$ cat src/rtl/mp_add_pkg.sv
// Shared definitions for the multi-precision add sequencer: word width,
// FSM state type and a word-select helper used for the operand muxes.
package mp_add_pkg;

    localparam int WORD_W    = 32;
    localparam int MAX_WORDS = 16;
    localparam int MAX_IDXW  = 4;
    localparam int MAX_W     = WORD_W * MAX_WORDS;

    typedef enum logic [1:0] {
        IDLE = 2'd0,
        RUN  = 2'd1,
        DONE = 2'd2
    } state_t;

    // Operands are zero-padded to MAX_W so one helper serves every WORDS value.
    function automatic logic [WORD_W-1:0] word_sel(input logic [MAX_W-1:0] v,
                                                   input logic [MAX_IDXW-1:0] k);
        return v[WORD_W*int'(k) +: WORD_W];
    endfunction

endpackage

$ cat src/rtl/adder_32.sv
// 32-bit ripple-carry adder with carry-in and carry-out.
module adder_32 (
    output logic [31:0] sum,
    output logic        cout,
    input  logic [31:0] in1,
    input  logic [31:0] in2,
    input  logic        cin
);

    assign {cout, sum} = {1'b0, in1} + {1'b0, in2} + {32'b0, cin};

endmodule

$ cat src/rtl/mp_add_seq.sv
// Multi-precision adder: adds two WORDS x 32-bit operands plus carry-in one word
// per cycle on a single adder_32, LS word first, carry chained through a register.
module mp_add_seq
    import mp_add_pkg::*;
#(
    parameter int WORDS = 4
) (
    input  logic                    clk,
    input  logic                    rst,
    input  logic                    in_valid,
    output logic                    in_ready,
    input  logic [32*WORDS-1:0]     in_a,
    input  logic [32*WORDS-1:0]     in_b,
    input  logic                    in_cin,
    output logic                    out_valid,
    input  logic                    out_ready,
    output logic [32*WORDS-1:0]     out_sum,
    output logic                    out_cout,
    output logic                    busy
);

    localparam int IDXW = (WORDS > 1) ? $clog2(WORDS) : 1;
    localparam int SW   = WORD_W * WORDS;

    state_t          state_q, state_d;
    logic [IDXW-1:0] idx_q;
    logic            carry_q;
    logic [SW-1:0]   a_q, b_q, sum_q;
    logic            cout_q;

    logic [MAX_W-1:0]    a_pad, b_pad;
    logic [MAX_IDXW-1:0] idx_pad;
    logic [WORD_W-1:0]   add_in1, add_in2, add_sum;
    logic                add_cout;
    logic                last_word;
    logic                accept;
    logic                release_res;

    assign last_word   = (idx_q == IDXW'(WORDS - 1));
    assign accept      = in_valid && in_ready;
    assign release_res = out_valid && out_ready;

    always_comb begin
        a_pad              = '0;
        b_pad              = '0;
        idx_pad            = '0;
        a_pad[SW-1:0]      = a_q;
        b_pad[SW-1:0]      = b_q;
        idx_pad[IDXW-1:0]  = idx_q;
    end

    assign add_in1 = word_sel(a_pad, idx_pad);
    assign add_in2 = word_sel(b_pad, idx_pad);

    adder_32 u_adder (
        .sum  (add_sum),
        .cout (add_cout),
        .in1  (add_in1),
        .in2  (add_in2),
        .cin  (carry_q)
    );

    always_ff @(posedge clk) begin
        if (rst) state_q <= IDLE;
        else     state_q <= state_d;
    end

    always_comb begin
        state_d = state_q;
        case (state_q)
            IDLE:    if (accept)      state_d = RUN;
            RUN:     if (last_word)   state_d = DONE;
            DONE:    if (release_res) state_d = IDLE;
            default:                  state_d = IDLE;
        endcase
    end

    always_comb begin
        in_ready  = (state_q == IDLE);
        out_valid = (state_q == DONE);
        busy      = (state_q == RUN) || (state_q == DONE);
    end

    // Datapath: the only carry path between words is carry_q, so the
    // critical path never spans more than one adder_32.
    always_ff @(posedge clk) begin
        if (rst) begin
            idx_q   <= '0;
            carry_q <= 1'b0;
            a_q     <= '0;
            b_q     <= '0;
            sum_q   <= '0;
            cout_q  <= 1'b0;
        end else begin
            case (state_q)
                IDLE: begin
                    if (accept) begin
                        a_q     <= in_a;
                        b_q     <= in_b;
                        carry_q <= in_cin;
                        idx_q   <= '0;
                    end
                end
                RUN: begin
                    sum_q[WORD_W*int'(idx_q) +: WORD_W] <= add_sum;
                    carry_q <= add_cout;
                    if (last_word) cout_q <= add_cout;
                    else           idx_q  <= idx_q + IDXW'(1);
                end
                default: ;
            endcase
        end
    end

    assign out_sum  = sum_q;
    assign out_cout = cout_q;

endmodule

$ cat config.mk
export PLATFORM = sky130hd
export DESIGN_NAME = mp_add_seq
export DESIGN_NICKNAME = d
export VERILOG_FILES = /design/src/rtl/mp_add_pkg.sv /design/src/rtl/adder_32.sv /design/src/rtl/mp_add_seq.sv
export SDC_FILE = /design/constraint.sdc
export NUM_CORES = 1
export LEC_CHECK = 0
export ABC_AREA = 1
export CORE_MARGIN = 8
export CORE_UTILIZATION = 51
export DETAILED_ROUTE_END_ITERATION = 10
export PLACE_DENSITY = 0.91
export SLEW_MARGIN = 5
export SYNTH_ARGS = -nofsm -noshare
export SYNTH_HDL_FRONTEND = slang
export SYNTH_SLANG_ARGS = --single-unit
export TNS_END_PERCENT = 50
$ cat constraint.sdc
create_clock -name clk -period 3.8 [get_ports clk]
set_clock_uncertainty 0.1 [all_clocks]
set_input_delay 0.95 -clock clk [delete_from_list [all_inputs] [get_ports clk]]
set_output_delay 0.95 -clock clk [all_outputs]
set_load 0.05 [all_outputs]
==> flow_metrics.env, run 1 <==
export IMPL_clock_tree_buffer_depth=3
export IMPL_timing_hold_worst_endpoint="out_sum[62]"
export IMPL_clock_tree_root_cell="sky130_fd_sc_hd__clkbuf_16"
export IMPL_port_buffers=392
export IMPL_first_global_vias=18500
export IMPL_fmaxAchievable_mhz=286
export IMPL_p_leak_nw=9.59
export IMPL_area_growth_synth_to_final_pct=30.4
export IMPL_finalNetCount=3242
export IMPL_place_detailed_hpwl_um=48100
export IMPL_tightestPinTransition_ns=0.783
export IMPL_synthesis_area_per_instance_um2=6.79
export IMPL_power_density_nw_per_um2=840
export IMPL_placementRows=69
export IMPL_power_ir_vdd_worst_mv=0.595
export IMPL_synth_enable_flop_cells=0
export IMPL_netlist_instances=2651
export IMPL_tritoncts_num_sinks=390
export IMPL_timing_setup_critical_path_class="reg2reg"
export IMPL_synth_top_area_cell="sky130_fd_sc_hd__dfxtp_1"
export IMPL_critical_path_startpoint_type="register"
export IMPL_post_drt_wl_per_cell_um=18.8
export IMPL_floorplan_die_width_um=204
export IMPL_outcome="completed"
export IMPL_finalPower_mw=19.7
export IMPL_die_area_um2=41600
export IMPL_holdCritPathClass="reg2reg"
export IMPL_ys_seq_area_share_pct=43.4
export IMPL_synth_seq_cells=390
export IMPL_gr_total_overflow=0
export IMPL_yosysTopAreaCellShare_pct=43.4
export IMPL_ant_nets=0
export IMPL_yosys_warns=0
export IMPL_rr_endpoint="out_sum[37]"
export IMPL_htreeDepth=2
export IMPL_vias_per_cell=5.61
export IMPL_final_min_period_over_clock_period_pct=91.9
export IMPL_drtIter0Drc=2165
export IMPL_die_height_um=204
export IMPL_vias=19200
export IMPL_finalHoldViolations=0
export IMPL_setup_repair_after_global_routing_missed_its_margin="false"
export IMPL_maxSlewHeadroom_pct=47.8
export IMPL_drc_errors=0
export IMPL_grt_first_pass_wirelength_um=99000
export IMPL_setup_violations_final=0
export IMPL_cts_buffers=39
export IMPL_drv_max_cap_violation_count=0
export IMPL_regToRegStartpoint="idx_q[1]"
export IMPL_drive_above_1_share_pct=5.39
export IMPL_initial_antenna_violation_count=5
export IMPL_drv_slew=0
export IMPL_worstRegToRegCells=13
export IMPL_yosys_top_cells_area="sky130_fd_sc_hd__dfxtp_1 43%, sky130_fd_sc_hd__nor2_1 14%, sky130_fd_sc_hd__o21ai_0 11%, sky130_fd_sc_hd__nand2_1 9.3%, sky130_fd_sc_hd__a21oi_1 4.0%"
export IMPL_crit_fanout=28
export IMPL_grt_use_total_pct=29.5
export IMPL_ff2ff_setup_slack_ns=0.31
export IMPL_ys_types=35
export IMPL_gpl_final_weighted_congestion=0.958
export IMPL_critPathCaptureType="register"
export IMPL_drt_pass1_iterations=6
export IMPL_async_flop_share_pct=0
export IMPL_holdPathStages=2
export IMPL_syn_nets=2954
export IMPL_setup_tns_ns=0
export IMPL_worstSkewPairLatency_ns=0.55
export IMPL_diode_insertion_count_for_antenna_repair=0
export IMPL_finalWorstPathRequiredPeriod_ns=3.49
export IMPL_grt_start_max_net_pins=164
export IMPL_final_common_cell="sky130_fd_sc_hd__nor2_1"
export IMPL_start_util_pct=51.3
export IMPL_synth_area_um2=18000
export IMPL_io_pin_count=393
export IMPL_cp_required_ns=4.15
export IMPL_most_common_layout_cells="692 x sky130_fd_sc_hd__nor2_1, 445 x sky130_fd_sc_hd__nand2_1, 391 x sky130_fd_sc_hd__clkdlybuf4s50_1"
export IMPL_tritoncts="yes"
export IMPL_path_clk_slew_ns=0.06
export IMPL_timing_critical_path_arrival_ns=3.84
export IMPL_yosys_most_used_dff="sky130_fd_sc_hd__dfxtp_1"
export IMPL_wirelength_um=64400
export IMPL_min_from="out_sum[62]"
export IMPL_coreArea_um2=35100
worst max-delay path, stage by stage, from the launching register on:
cell and delay [ns]:
sky130_fd_sc_hd__dfxtp_2 0.39, sky130_fd_sc_hd__inv_2 0.37, sky130_fd_sc_hd__buf_4 0.36, sky130_fd_sc_hd__o21ai_0 0.13, sky130_fd_sc_hd__o22ai_1 0.24, sky130_fd_sc_hd__ha_1 0.37, sky130_fd_sc_hd__or2_1 0.30, sky130_fd_sc_hd__nand3_1 0.10
sky130_fd_sc_hd__nand2_1 0.08, sky130_fd_sc_hd__xor2_1 0.41, sky130_fd_sc_hd__nand2_1 0.11, sky130_fd_sc_hd__nor2_1 0.17, sky130_fd_sc_hd__nand2_1 0.09, sky130_fd_sc_hd__a21oi_1 0.16
power by group:
part / internal [mW] / leakage (nW) / switching (mW) / total (mW)
sequential: 4.97 / 3.20 / 0.571 / 5.54
combinational: 3.10 / 5.74 / 7.18 / 10.3
clock: 2.26 / 0.640 / 1.65 / 3.91
registers in the layout, summed over array words and instances (netlist names):
signal / count
b_q: 128
out_cout: 1
out_sum: 128
idx_q: 2
a_q: 128
state_q: 2
carry_q: 1
through the flow:
stage	area [µm²]	util (%)	std cells	hold WS [ns]	worst slack (ns)
2_1_floorplan	18000	-	2651	0.349	0.628
3_3_place_gp	22200	63.1	3359	0.353	0.333
3_5_place_dp	22200	63.1	3359	0.357	0.272
4_1_cts	23500	66.8	3427	0.365	0.247
5_1_grt	23500	66.8	3427	0.374	0.0532
6_report	23500	66.8	3427	0.363	0.309
repair_timing:
| item | in CTS | in global routing |
|---|---|---|
| hold buffers | 0 | 0 |
| buffers inserted | 0 | 0 |
| endpoints found under the hold margin | 0 | 0 |
| endpoints found under the setup margin | 0 | 4 |
| resized for setup | 0 | 2 |
worst max-delay path by stage:
stage	from	endpoint	slack, ns	cells past startpoint
floorplan	idx_q[0]	out_sum[48]	0.63	21
global placement	idx_q[0]	carry_q	0.33	15
detailed placement	idx_q[0]	out_sum[125]	0.27	15
CTS	idx_q[0]	out_sum[125]	0.25	15
global route	idx_q[1]	out_sum[121]	0.05	16
finish	idx_q[1]	out_sum[37]	0.31	13
synthesized netlist by cell type (all sizes together), types with 2 or more instances:
library cell,instances
nor2,701
nand2,462
dfxtp,390
o21ai,386
a21oi,151
clkbuf,150
inv,144
o22ai,62
nand3,61
ha,40
nand4,31
buf,29
xor2,11
nor3,10
a22oi,4
xnor2,4
a32oi,3
and2,2
and3,2
fa,2
o21bai,2
metal layers:
metal	wire length, µm	part of all wire (%)	global-route usage [%]
met3	7000	11	7.07
met4	2880	4.5	12.7
met2	28000	43	46.0
met1	26500	41	38.5
met5	69	0.11	0
kinds of logic after synthesis:
| logic type | count (synthesis) | share of synthesized area, % |
|---|---|---|
| adders and majority gates | 42 | 3.00 |
| buffers and inverters | 323 | 6.90 |
| xor gates and xnor gates | 15 | 0.980 |
| and+or+nand+nor | 1271 | 28.1 |
| DFF | 390 | 43.4 |
| AOI/OAI and AO/OA | 610 | 17.7 |
layout make-up:
type	count	area, µm²
fill	2856	11700
multi-input combinational	1938	8980
sequential	390	7810
timing repair buffer	426	4260
clock buffer	55	1150
tap	461	577
inverter	144	556
clock inverter	13	151
Note: power is estimated with default switching activity, not from simulation.
==> inputs of run 2 (changes only) <==
Settings changed: SKIP_CTS_REPAIR_TIMING from default to 1.
==> results of run 2 <==
No change in the layout: final DEF, timing and power equal those of run 1.
